[src/rtl/adder_pkg.sv]
// Shared state encoding, width legality check and helpers for multicycle_adder.
// ADDER_CHECK_WIDTH(W, C) rejects parameter sets where C does not evenly divide W.
`ifndef ADDER_PKG_SV
`define ADDER_PKG_SV

`define ADDER_CHECK_WIDTH(W, C) \
  if ((C) == 0 || (C) > (W) || ((W) % (C)) != 0) begin : g_bad_width \
    $error("multicycle_adder: WIDTH must be a non-zero multiple of CHUNK"); \
  end

package adder_pkg;

  typedef enum logic [1:0] {
    ST_IDLE = 2'b00,
    ST_RUN  = 2'b01,
    ST_DONE = 2'b10
  } state_e;

  // Counter width that stays legal when only one chunk exists.
  function automatic int unsigned cnt_width(input int unsigned n);
    return (n > 1) ? $clog2(n) : 1;
  endfunction

endpackage

`endif

[src/rtl/chunk_adder.sv]
// CHUNK-bit ripple-carry adder made of full-adder cells; purely combinational.
module chunk_adder #(
  parameter int unsigned CHUNK = 4
) (
  input  logic             ci,
  input  logic [CHUNK-1:0] x,
  input  logic [CHUNK-1:0] y,
  output logic [CHUNK-1:0] s,
  output logic             co
);

  logic [CHUNK:0] w_c;

  assign w_c[0] = ci;

  for (genvar i = 0; i < CHUNK; i++) begin : g_bit
    full_adder u_fa (
      .x  (x[i]),
      .y  (y[i]),
      .ci (w_c[i]),
      .s  (s[i]),
      .co (w_c[i+1])
    );
  end

  assign co = w_c[CHUNK];

endmodule

[src/rtl/full_adder.sv]
// One-bit full-adder cell built from two half-adders.
module full_adder (
  input  logic x,
  input  logic y,
  input  logic ci,
  output logic s,
  output logic co
);

  logic w_s0;
  logic w_c0;
  logic w_c1;

  half_adder u_ha0 (.x(x),    .y(y),  .s(w_s0), .c(w_c0));
  half_adder u_ha1 (.x(w_s0), .y(ci), .s(s),    .c(w_c1));

  assign co = w_c0 | w_c1;

endmodule

[src/rtl/half_adder.sv]
// One-bit half-adder cell.
module half_adder (
  input  logic x,
  input  logic y,
  output logic s,
  output logic c
);

  assign s = x ^ y;
  assign c = x & y;

endmodule

[src/rtl/multicycle_adder.sv]
// WIDTH-bit adder that processes CHUNK bits per cycle with a registered carry.
// Define MULTICYCLE_ADDER_SUB_EN to add the sub port (A + ~B + 1 when sub=1).
module multicycle_adder #(
  parameter int unsigned WIDTH = 16,
  parameter int unsigned CHUNK = 4
) (
  input  logic             clk,
  input  logic             rst,
  input  logic             in_valid,
  output logic             in_ready,
  input  logic [WIDTH-1:0] a,
  input  logic [WIDTH-1:0] b,
  output logic             out_valid,
  input  logic             out_ready,
  output logic [WIDTH-1:0] sum,
  output logic             carry
`ifdef MULTICYCLE_ADDER_SUB_EN
  ,
  input  logic             sub
`endif
);

  import adder_pkg::*;

  localparam int unsigned NCHUNK = WIDTH / CHUNK;
  localparam int unsigned CNT_W  = cnt_width(NCHUNK);

  `ADDER_CHECK_WIDTH(WIDTH, CHUNK)

  state_e           r_state;
  state_e           w_state_nxt;
  logic [CNT_W-1:0] r_cnt;
  logic [WIDTH-1:0] r_a;
  logic [WIDTH-1:0] r_b;
  logic             r_cy;
  logic             w_accept;
  logic             w_last;
  logic             w_cy_init;
  logic             w_inv_b;
  logic [31:0]      w_base;
  logic [CHUNK-1:0] w_x;
  logic [CHUNK-1:0] w_y;
  logic [CHUNK-1:0] w_s;
  logic             w_co;

  assign w_accept = (r_state == ST_IDLE) && in_valid;
  assign w_last   = (r_cnt == CNT_W'(NCHUNK - 1));
  assign w_base   = 32'(r_cnt) * 32'(CHUNK);

`ifdef MULTICYCLE_ADDER_SUB_EN
  logic r_sub;

  // Subtraction is two's complement: invert B and seed the carry with 1.
  assign w_cy_init = sub;
  assign w_inv_b   = r_sub;
`else
  assign w_cy_init = 1'b0;
  assign w_inv_b   = 1'b0;
`endif

  assign w_x = r_a[w_base +: CHUNK];
  assign w_y = w_inv_b ? ~r_b[w_base +: CHUNK] : r_b[w_base +: CHUNK];

  chunk_adder #(.CHUNK(CHUNK)) u_chunk (
    .ci (r_cy),
    .x  (w_x),
    .y  (w_y),
    .s  (w_s),
    .co (w_co)
  );

  // Next-state logic.
  always_comb begin
    w_state_nxt = r_state;
    case (r_state)
      ST_IDLE: if (in_valid)  w_state_nxt = ST_RUN;
      ST_RUN:  if (w_last)    w_state_nxt = ST_DONE;
      ST_DONE: if (out_ready) w_state_nxt = ST_IDLE;
      default:                w_state_nxt = ST_IDLE;
    endcase
  end

  // State register with handshake flags registered from the next state.
  always_ff @(posedge clk) begin
    if (rst) begin
      r_state   <= ST_IDLE;
      in_ready  <= 1'b1;
      out_valid <= 1'b0;
    end else begin
      r_state   <= w_state_nxt;
      in_ready  <= (w_state_nxt == ST_IDLE);
      out_valid <= (w_state_nxt == ST_DONE);
    end
  end

  // Operand capture and chunk-serial accumulation.
  always_ff @(posedge clk) begin
    if (rst) begin
      r_a   <= '0;
      r_b   <= '0;
      r_cnt <= '0;
      r_cy  <= 1'b0;
      sum   <= '0;
      carry <= 1'b0;
`ifdef MULTICYCLE_ADDER_SUB_EN
      r_sub <= 1'b0;
`endif
    end else if (w_accept) begin
      r_a   <= a;
      r_b   <= b;
      r_cnt <= '0;
      r_cy  <= w_cy_init;
`ifdef MULTICYCLE_ADDER_SUB_EN
      r_sub <= sub;
`endif
    end else if (r_state == ST_RUN) begin
      sum[w_base +: CHUNK] <= w_s;
      r_cy                 <= w_co;
      r_cnt                <= w_last ? '0 : r_cnt + CNT_W'(1);
      if (w_last) carry <= w_co;
    end
  end

endmodule

[config.mk]
export PLATFORM = sky130hd
export DESIGN_NAME = multicycle_adder
export DESIGN_NICKNAME = d
export VERILOG_FILES = /design/src/rtl/adder_pkg.sv /design/src/rtl/chunk_adder.sv /design/src/rtl/full_adder.sv /design/src/rtl/half_adder.sv /design/src/rtl/multicycle_adder.sv
export SDC_FILE = /design/constraint.sdc
export NUM_CORES = 1
export LEC_CHECK = 0
export CELL_PAD_IN_SITES_DETAIL_PLACEMENT = 1
export CELL_PAD_IN_SITES_GLOBAL_PLACEMENT = 2
export CORE_MARGIN = 2
export CORE_UTILIZATION = 33
export DETAILED_ROUTE_END_ITERATION = 8
export PLACE_DENSITY_LB_ADDON = 0.1
export RECOVER_POWER = 50
export SLEW_MARGIN = 20
export SYNTH_ARGS = -nofsm -noshare
export SYNTH_HDL_FRONTEND = slang
export SYNTH_SLANG_ARGS = --single-unit
[constraint.sdc]
create_clock -name clk -period 6.1 [get_ports clk]
set_input_delay 0.61 -clock clk [delete_from_list [all_inputs] [get_ports clk]]
set_output_delay 0.61 -clock clk [all_outputs]
set_load 0.005 [all_outputs]
==> metrics.csv <==
stage;metric;value;unit
final_layout;Syn-to-layout area delta;24.1;%
global_route;met2 Resource Use GR;0.257;
drt;drt first pass iters;4;
clock_tree;CTS max path bufs;2;
synth;Post-synth top cells;70 x nand2_1, 56 x dfxtp_1, 38 x a21oi_1;
drt;DR iter-0 viols;54;
sta;relative slew slack;0.258;
clock_tree;clk slew on worst S/H paths;0.10;ns
setup_path;startpoint types;flip-flop;
synth;#FFs+latches synth;56;
global_route;global-route wire length before repair;9.96;mm
clock_tree;CTS Root Cell;clkbuf_8;
power;leakage power;1.17;nW
synth;syn nets;311;
place;routability congestion estimate;0.732;
synth;Mapped Cells;265;
synth;Synth Flop Type;dfxtp_1;
clock_tree;hold bufs inserted after CTS;0;
floorplan;Core Region;7330;µm²
drt;DRC Markers;0;
power;Peak VDD IR;0.0801;mV
sta;unrepaired setup endpoints after global routing;no;
clock_tree;clk sinks;56;
global_route;initial antenna violation count;0;
place;setup slack at placement;2.72;ns
clock_tree;worst skew pair latency;0.31;ns
sta;Slew @ Worst Pin;1.11;ns
run;Max Cap Viol;0;
setup_path;reg-to-reg startpoint;r_cnt[0];
global_route;GR Util met3;0.0307;
synth;Ys Warns;0;
clock_tree;Post-CTS Setup Bufs;0;
setup_path;worst r2r dst;sum[3];
setup_path;Worst Setup EP;sum[3];
sta;fmax;296;MHz
setup_path;critical path's top delay family;adder cells;
sta;clk_skew;0.00892;ns
floorplan;row cnt;31;
drt;Detailed Route WL;5.89;mm
place;PortBufs;54;
setup_path;worst setup path startpoint;r_cnt[0];
final_layout;design area;3130;µm²
synth;synth unique cells;36;
setup_path;CP Depth;9;
synth;most frequent cell after synthesis;nand2_1;
synth;top cell type's share of synthesized area;0.444;
setup_path;worst reg-to-reg path cell count;9;
sta;post-layout minimum cycle time;3.38;ns
final_layout;# diodes;0;
synth;top post-synthesis cells by area;dfxtp_1 44%, nand2_1 10%, a21oi_1 7.5%;
setup_path;CP most frequent cell;fa_1;
global_route;vias in the first global route;2010;
floorplan;Initial Util;0.344;
floorplan;Die ar.;8360;µm²
power;power density of the placed cells;219;nW/µm²
drt;vias post-DR;1979;
global_route;total gr overflow;0;
setup_path;Req. time, crit path;6.32;ns
global_route;GRT Total Usage;0.150;
drt;post-DR wirelength/cell;14.4;µm
synth;syn_area_per_cell;9.52;µm²
place;dpl hpwl;4.16;mm
setup_path;critical path class;flip-flop to flip-flop;
global_route;met1 usage;0.189;
final_layout;Nets;356;
sta;Final setup viols;0;
clock_tree;Resized Gates After CTS;0;
global_route;gr busiest metal;met2;
setup_path;CP Cell Sequence;mux4_2 > fa_1 > inv_1 > fa_1 > fa_1 > inv_1 > fa_1 > inv_1 > o32ai_1;
setup_path;flop2flop setup slack;2.72;ns
setup_path;crit-path max FO;17;
sta;setup_tns;0;ns
clock_tree;total CTS buffers;5;
final_layout;# fillers;843;
sta;Tcrit/Tclk final;0.554;
floorplan;Die Wd;91.5;µm
setup_path;max incr delay on CP;0.91;ns
floorplan;Die Y;91.5;µm
synth;Async SR Flop Fraction;0;
setup_path;endpoint type of the worst setup path;flip-flop;
final_layout;share of layout cells above drive strength 1;0.0645;
synth;Post-synth EDFFs;0;
drt;remaining antenna violation count;0;
setup_path;critical path data arrival time;3.60;ns
floorplan;Boundary Pins;55;
min_path;worst hold-check path type;flip-flop to flip-flop;
synth;sequential area share after synthesis;0.444;
sta;final hold viol count;0;
clock_tree;H-tree levels;2;
setup_path;WP buf/inv;3;
synth;most area-hungry cell type in the Yosys netlist;dfxtp_1;
setup_path;CP max stage cell;dfxtp_1;
clock_tree;CTS tree;yes;
sta;Final WS setup;2.72;ns
final_layout;post-layout utilization of the core;0.427;
global_route;largest net degree at the start of global routing;54;
synth;synthesized area;2520;µm²
run_status;status;finished, final reports clean;
drt;Vias/cell;4.84;
sta;Final Max Tran Viols;0;
place;area post-placement;3060;µm²
[routing by layer]
layer / vias to the layer above / part of all wire
met5: - / 0
met4: 0 / 0.0088
met3: 4 / 0.039
met2: 42 / 0.50
met1: 935 / 0.46
li1: 998 / -
[cell usage in the layout, fill, tap and decap left out, drive strengths merged, types with 6 or more instances in the layout]
cell	count
o32ai	8
inv	14
dlygate4sd3	20
mux4	8
clkbuf	6
a21oi	39
clkdlybuf4s50	33
dfxtp	56
ha	6
nand2	73
[area by class of cell]
cell class | instances | area, µm² | area share
sequential | 56 | 1120 | 0.358
multi-input combinational | 176 | 1200 | 0.384
tap | 99 | 124 | 0.0396
inverter | 15 | 56.3 | 0.0180
clock inverter | 1 | 5.00 | 0.00160
timing repair buffer | 56 | 551 | 0.176
clock buffer | 6 | 72.6 | 0.0232
[report_power, final]
part           internal [W]  switching [W]  leakage, nW  total, W
clock network     0.0000785       0.000113       0.0410  0.000191
logic             0.0000514      0.0000487        0.674  0.000100
registers          0.000381      0.0000136        0.457  0.000395
[cell families after synthesis]
| group | share of synthesized area |
|---|---|
| mux | 0.0922 |
| simple gates | 0.203 |
| compound gates | 0.121 |
| flops | 0.444 |
| fa+ha+maj | 0.0615 |
| buf+inv | 0.0778 |
[tightest hold or removal path, cell delays in order (launching register included)]
cell and delay (ns):
dfxtp_1 0.31, nand2_1 0.05, a21oi_1 0.05
[worst min path at each step]
stage / from / end / slack [ns] / depth (start not counted)
after CTS: r_a[1] / r_a[1] / 0.46 / 2
after detailed placement: r_a[1] / r_a[1] / 0.45 / 2
after global placement: r_a[14] / r_a[14] / 0.44 / 2
after global routing: r_b[8] / r_b[8] / 0.48 / 2
after floorplan: r_a[5] / r_a[5] / 0.43 / 2
final: r_a[1] / r_a[1] / 0.45 / 2
[flip-flops by register name (all words and copies together) (netlist names)]
register and count:
r_b 16, carry 1, r_cnt 2, sum 16
r_state 2, in_ready 1, out_valid 1, r_cy 1
r_a 16
[per-stage QoR]
| stage | hold WS (ns) | total power (W) | cells |
|---|---|---|---|
| after floorplan | 0.432 | 0.000467 | 265 |
| after global placement | 0.440 | 0.000505 | 402 |
| after detailed placement | 0.447 | 0.000507 | 402 |
| after CTS | 0.461 | 0.000703 | 409 |
| after global routing | 0.482 | 0.000728 | 409 |
| final | 0.454 | 0.000687 | 409 |
Note: power is estimated with default switching activity, not from simulation.
==> RTL change 1: new RTL, same flow settings <==
Make the reset (`rst`) asynchronous in 2 clocked blocks.
--- a/src/rtl/multicycle_adder.sv
+++ b/src/rtl/multicycle_adder.sv
@@ -81,7 +81,7 @@
   end
 
   // State register with handshake flags registered from the next state.
-  always_ff @(posedge clk) begin
+  always_ff @(posedge clk or posedge rst) begin
     if (rst) begin
       r_state   <= ST_IDLE;
       in_ready  <= 1'b1;
@@ -94,7 +94,7 @@
   end
 
   // Operand capture and chunk-serial accumulation.
-  always_ff @(posedge clk) begin
+  always_ff @(posedge clk or posedge rst) begin
     if (rst) begin
       r_a   <= '0;
       r_b   <= '0;
Check against the original RTL: differs if rst is asserted again (counterexample within 4 cycles, from zero or initial values and one cycle with rst high); with rst held inactive, the same outputs for 10 cycles.
==> RTL change 1 against the original RTL <==
  * The flow now finishes with violations (max-capacitance violations, max-slew violations)
  * Sequential cell count is the same
  * Core utilization grew 0.23 points
  * Setup slack gained 0.16 ns
  * Final area grew 4.9%
  * Wire length shrank 9.3%
  * Area after synthesis grew 2.3%
  * First-iteration DRC count shrank 11%
Power is not compared: it rests on default switching activity, and its combinational part moved more than twofold at a synthesized area within 25%.
==> RTL change 1: results (changes against the original RTL) <==
| Metric | Value |
|---|---|
| Synth top cells by count | `55 x dfrtp_1, 30 x mux2_2, 13 x a22o_1` |
| Antenna violations before repair | `0 (unchanged)` |
| Regs by FF count | `r_a: 16 flops, r_b: 16 flops, sum: 16 flops` |
| Max-slew violations | `57 (+57)` |
| Synth area leaders | `dfrtp_1 53%, mux2_2 13%, mux4_2 7.0%` |
| Worst-Margin Slew | `2.451 ns (+1.338 ns)` |
| Synth Warn # | `0 (unchanged)` |
| Via count | `1580 (-20%)` |
| Pleak | `1.377 nW` |
| Largest net degree at the start of global routing | `57 (+5.6%)` |
| Ys async rst share | `1.000 (+1.000)` |
| Layout cells sized above 1 | `0.2389 (+0.1744)` |
| Final Skew | `0.007107 ns (-0.001814 ns)` |
| MaxCap Viol Count | `1 (+1)` |
| Post-synthesis net count | `218 (-30%)` |
| DR WL/cell | `16.28 um (+13%)` |
| CTS Root Cell | `clkbuf_8` |
| Hold path depth | `2 (unchanged)` |
| Failing checks | `max-capacitance violations, max-slew violations` |
| Status | `complete, but fails checks` |
| First-pass GRT wire length | `9094 um (-8.7%)` |
| Max VDD drop | `223.0 uV` |
| Ant diodes | `0 (unchanged)` |
| CTS max path bufs | `2 (unchanged)` |
| CTS Buf Count | `5 (unchanged)` |
| Cell Int Power | `0.001107 W` |
| Top fanout value on the critical path | `19 (+2)` |
| Seq/Total Area, Yosys | `0.5434 (+0.09916)` |
| R2R depth | `8 (-1)` |
| Worst hold-check path type | `flop to flop` |
| Clk_lat worst skew | `0.30 ns` |
| DR iter-0 viols | `48 (-11%)` |
| Worst slack, placed | `2.856 ns (+0.1349 ns)` |
| Gp weighted congestion | `0.7284 (-0.49%)` |
| Unique masters post-synth | `29 (-19%)` |
| Worst-path clk slew | `0.09 ns` |
| Vias in the first global route | `1818 (-9.6%)` |
| Post-CTS Setup Bufs | `0 (unchanged)` |
| Final HPWL from detailed placement | `3923 um (-5.8%)` |
| Crit path DAT | `3.42 ns (-0.18 ns)` |
| Final nets | `271 (-24%)` |
| CTS H-tree depth | `2 (unchanged)` |
| Final Setup Violations | `0 (unchanged)` |
| Total GRT Usage | `0.1375 (-0.01236)` |
[RTL change 1: final timing paths]
check | from | to | slack (ns)
max in group asynchronous | rst | r_b[11] | 3.58
max | r_cnt[0] | sum[15] | 2.88
max reg2reg | r_cnt[0] | sum[15] | 2.88
min in group asynchronous | rst | r_state[1] | 1.42
min | sum[1] | sum[1] | 0.49
min reg2reg | sum[1] | sum[1] | 0.49
[RTL change 1: critical path, cell delays in order (launching register included)]
cell	delay, ns
dfrtp_1	0.87
mux4_2	0.60
fa_1	0.38
inv_1	0.08
fa_1	0.17
fa_1	0.16
inv_1	0.05
fa_1	0.54
a22o_1	0.25
[RTL change 1: layer usage]
layer | wire length [um] | track usage | part of all wire | up-vias
li1 | - | - | - | 726
met1 | 2236 | 0.1692 | 0.42 | 813
met2 | 2839 | 0.2409 | 0.53 | 34
met3 | 189 | 0.03092 | 0.035 | 7
met4 | 74 | 0.04104 | 0.014 | 0
met5 | 0 | 0 | 0 | -
[RTL change 1: logic make-up after synthesis]
family	synth area share
adders and majority gates	0.06011
AOI/OAI and AO/OA	0.07610
and+or+nand+nor	0.06883
buffers and inverters	0.03781
DFF	0.5434
muxes	0.2138
[RTL change 1: metrics by stage]
| stage | power [W] | instance area [um2] | cells | utilization |
|---|---|---|---|---|
| floorplan | 0.001268 | 2581 | 172 | - |
| global placement | 0.001570 | 3193 | 320 | 0.4175 |
| detailed placement | 0.001602 | 3196 | 320 | 0.4179 |
| CTS | 0.001815 | 3286 | 328 | 0.4296 |
| global route | 0.001919 | 3284 | 328 | 0.4295 |
| finish | 0.001764 | 3284 | 328 | 0.4295 |
[RTL change 1: final cells by class]
type / instances / area [um2]
fill: 797 / 4363
clock buffer: 8 / 90.09
inverter: 9 / 35.03
multi-input combinational: 98 / 1081
tap: 102 / 127.6
sequential: 56 / 1403
timing repair buffer: 55 / 548.0
[RTL change 1: power groups by stage]
| stage | logic (W) | clock network (W) | registers (W) |
|---|---|---|---|
| finish | 0.000879 | 0.000205 | 0.000680 |
| global route | 0.000977 | 0.000233 | 0.000709 |
| CTS | 0.000913 | 0.000216 | 0.000686 |
| detailed placement | 0.000908 | 0 | 0.000694 |
| global placement | 0.000881 | 0 | 0.000689 |
| floorplan | 0.000652 | 0 | 0.000615 |
==> RTL change 2: new RTL, same settings <==
Made on the original files. The option `MULTICYCLE_ADDER_SUB_EN` is turned on by a define.
--- a/src/rtl/multicycle_adder.sv
+++ b/src/rtl/multicycle_adder.sv
@@ -1,5 +1,7 @@
 // WIDTH-bit adder that processes CHUNK bits per cycle with a registered carry.
 // Define MULTICYCLE_ADDER_SUB_EN to add the sub port (A + ~B + 1 when sub=1).
+`define MULTICYCLE_ADDER_SUB_EN
+
 module multicycle_adder #(
   parameter int unsigned WIDTH = 16,
   parameter int unsigned CHUNK = 4
Interface: changed (added sub); port bits go from 55 to 56. The function was not compared with the original's and may differ.
==> RTL change 2 against the original RTL <==
  * The run now ends with max-capacitance violations, max-slew violations left
  * Sequential power grew 3%
  * Global-route usage is essentially flat
  * Total power grew 27%
  * Register-to-register slack lost 0.69 ns
  * Setup slack lost 1.1 ns
  * Wire length shrank 3.2%
  * Sequential cell count grew 1
  * Final area grew 5.5%
  * Clock power grew 83%
  * Sequential share of layout area shrank 1.3 points
  * Maximum frequency shrank 25%
  * Area after synthesis is essentially flat
  * Critical path depth shrank 4
==> RTL change 2: results (changes against the original RTL) <==
| Metric | Value |
|---|---|
| Synth area leaders | `dfxtp_1 45%, mux2i_1 13%, mux4_2 7.1%` |
| Post-Synth XOR/XNOR Area | `0.01388 (+0.01388)` |
| Vias/cell | `4.711 (-2.6%)` |
| Final hold slack | `0.4509 ns (-0.003033 ns)` |
| Failing checks | `max-capacitance violations, max-slew violations` |
| M1 wire length | `2742 um (+1.9%)` |
| Hold Path Origin | `sum[14]` |
| Met3 WL | `232 um (+2.2%)` |
| Layout cells sized above 1 | `0.09459 (+0.03008)` |
| Worst-path clk slew | `0.06 ns (-0.04 ns)` |
| Post-Synth Adder-Cell Area | `0.06145 (about the same)` |
| Ant diodes | `0 (unchanged)` |
| Multiplexer share of the synthesized area | `0.2061 (+0.1139)` |
| Family with the most delay on the worst path | `simple AND/OR/NAND/NOR gates` |
| DR iter-0 viols | `52 (-3.7%)` |
| Met2 global-route usage | `0.2359 (-0.02083)` |
| MaxCap Viol Count | `2 (+2)` |
| Status | `complete, but fails checks` |
| Fillers | `803 (-4.7%)` |
| Clk_lat worst skew | `0.33 ns (+0.02 ns)` |
| Wirelength, routed | `5700 um (-3.2%)` |
| Met1 Use GR | `0.1897 (+0.0009361)` |
| Worst path max stage delay | `1.90 ns (+0.99 ns)` |
| CTS H-tree depth | `3 (+1)` |
| R2R depth | `4 (-5)` |
| Unique masters post-synth | `33 (-8.3%)` |
| Crit path from | `in_valid` |
| Flop2flop setup slack | `2.03 ns (-0.69 ns)` |
| Total GRT Usage | `0.1498 (about the same)` |
| Pleak | `1.278 nW (+9.0%)` |
| Synth Area in Compound Gates | `0.07780 (-0.04367)` |
| CTS Root Cell | `clkbuf_8` |
| Grt met3 use | `0.04232 (+0.01162)` |
| Post-synthesis net count | `287 (-7.7%)` |
| Final HPWL from detailed placement | `4057 um (-2.5%)` |
| Max-slew violations | `39 (+39)` |
| CTS Buf Count | `9 (+4)` |
| Worst hold endpoint | `sum[14]` |
| Port Buffer Count | `55 (+1.9%)` |
| Placed Area | `0.003120 mm2 (+2.0%)` |
| Worst-Margin Slew | `2.455 ns (+1.341 ns)` |
| Synth top cells by count | `57 x dfxtp_1, 38 x nor2_1, 34 x mux2i_1` |
| Seq/Total Area, Yosys | `0.4519 (+0.007709)` |
| Top fanout value on the critical path | `23 (+6)` |
| Worst reg2reg startpoint | `r_state[0]` |
| Slowest CP cell | `nor3b_1` |
| Critical path endpoint | `r_b[12]` |
| Max VDD drop | `95.61 uV (+19%)` |
| Largest net degree at the start of global routing | `62 (+15%)` |
| First-pass GRT wire length | `9646 um (-3.1%)` |
| Final nets | `339 (-4.8%)` |
| Routed wl met2 | `2630 um (-9.8%)` |
| Gp weighted congestion | `0.6978 (-4.7%)` |
| Final Skew | `0.008353 ns (-0.0005684 ns)` |
| Crit path DAT | `4.67 ns (+1.07 ns)` |
| Vias in the first global route | `1943 (-3.3%)` |
[RTL change 2: changes by cell type after synthesis, sizes merged, moves of 3 or more]
cell and delta:
nand2 -68, nor2 +36, mux2i +31, a21oi -30, inv +6, o32ai +4, or2 +4, or3 +4
xnor2 +4, buf -3, nand4 -3, nand4b -3
[RTL change 2: cell type report]
class,count,share of cell area
multi-input combinational,148,0.3682
sequential,57,0.3455
timing repair buffer,56,0.1670
clock buffer,12,0.04697
tap,99,0.03750
inverter,20,0.02273
clock inverter,3,0.01212
[RTL change 2: metrics by stage]
stage          utilization  instances  worst slack [ns]
3_3_place_gp        0.4257        380             2.342
5_1_grt             0.4506        395             1.204
4_1_cts             0.4523        395             2.245
6_report            0.4506        395             1.610
2_1_floorplan            -        240             2.630
3_5_place_dp        0.4257        380             2.268
[RTL change 2: power by group]
part           leakage (nW)  switching [W]  internal [W]  total (W)
clock network         0.102       0.000142      0.000207   0.000350
registers             0.466      0.0000145      0.000391   0.000406
logic                 0.710      0.0000523     0.0000667   0.000119
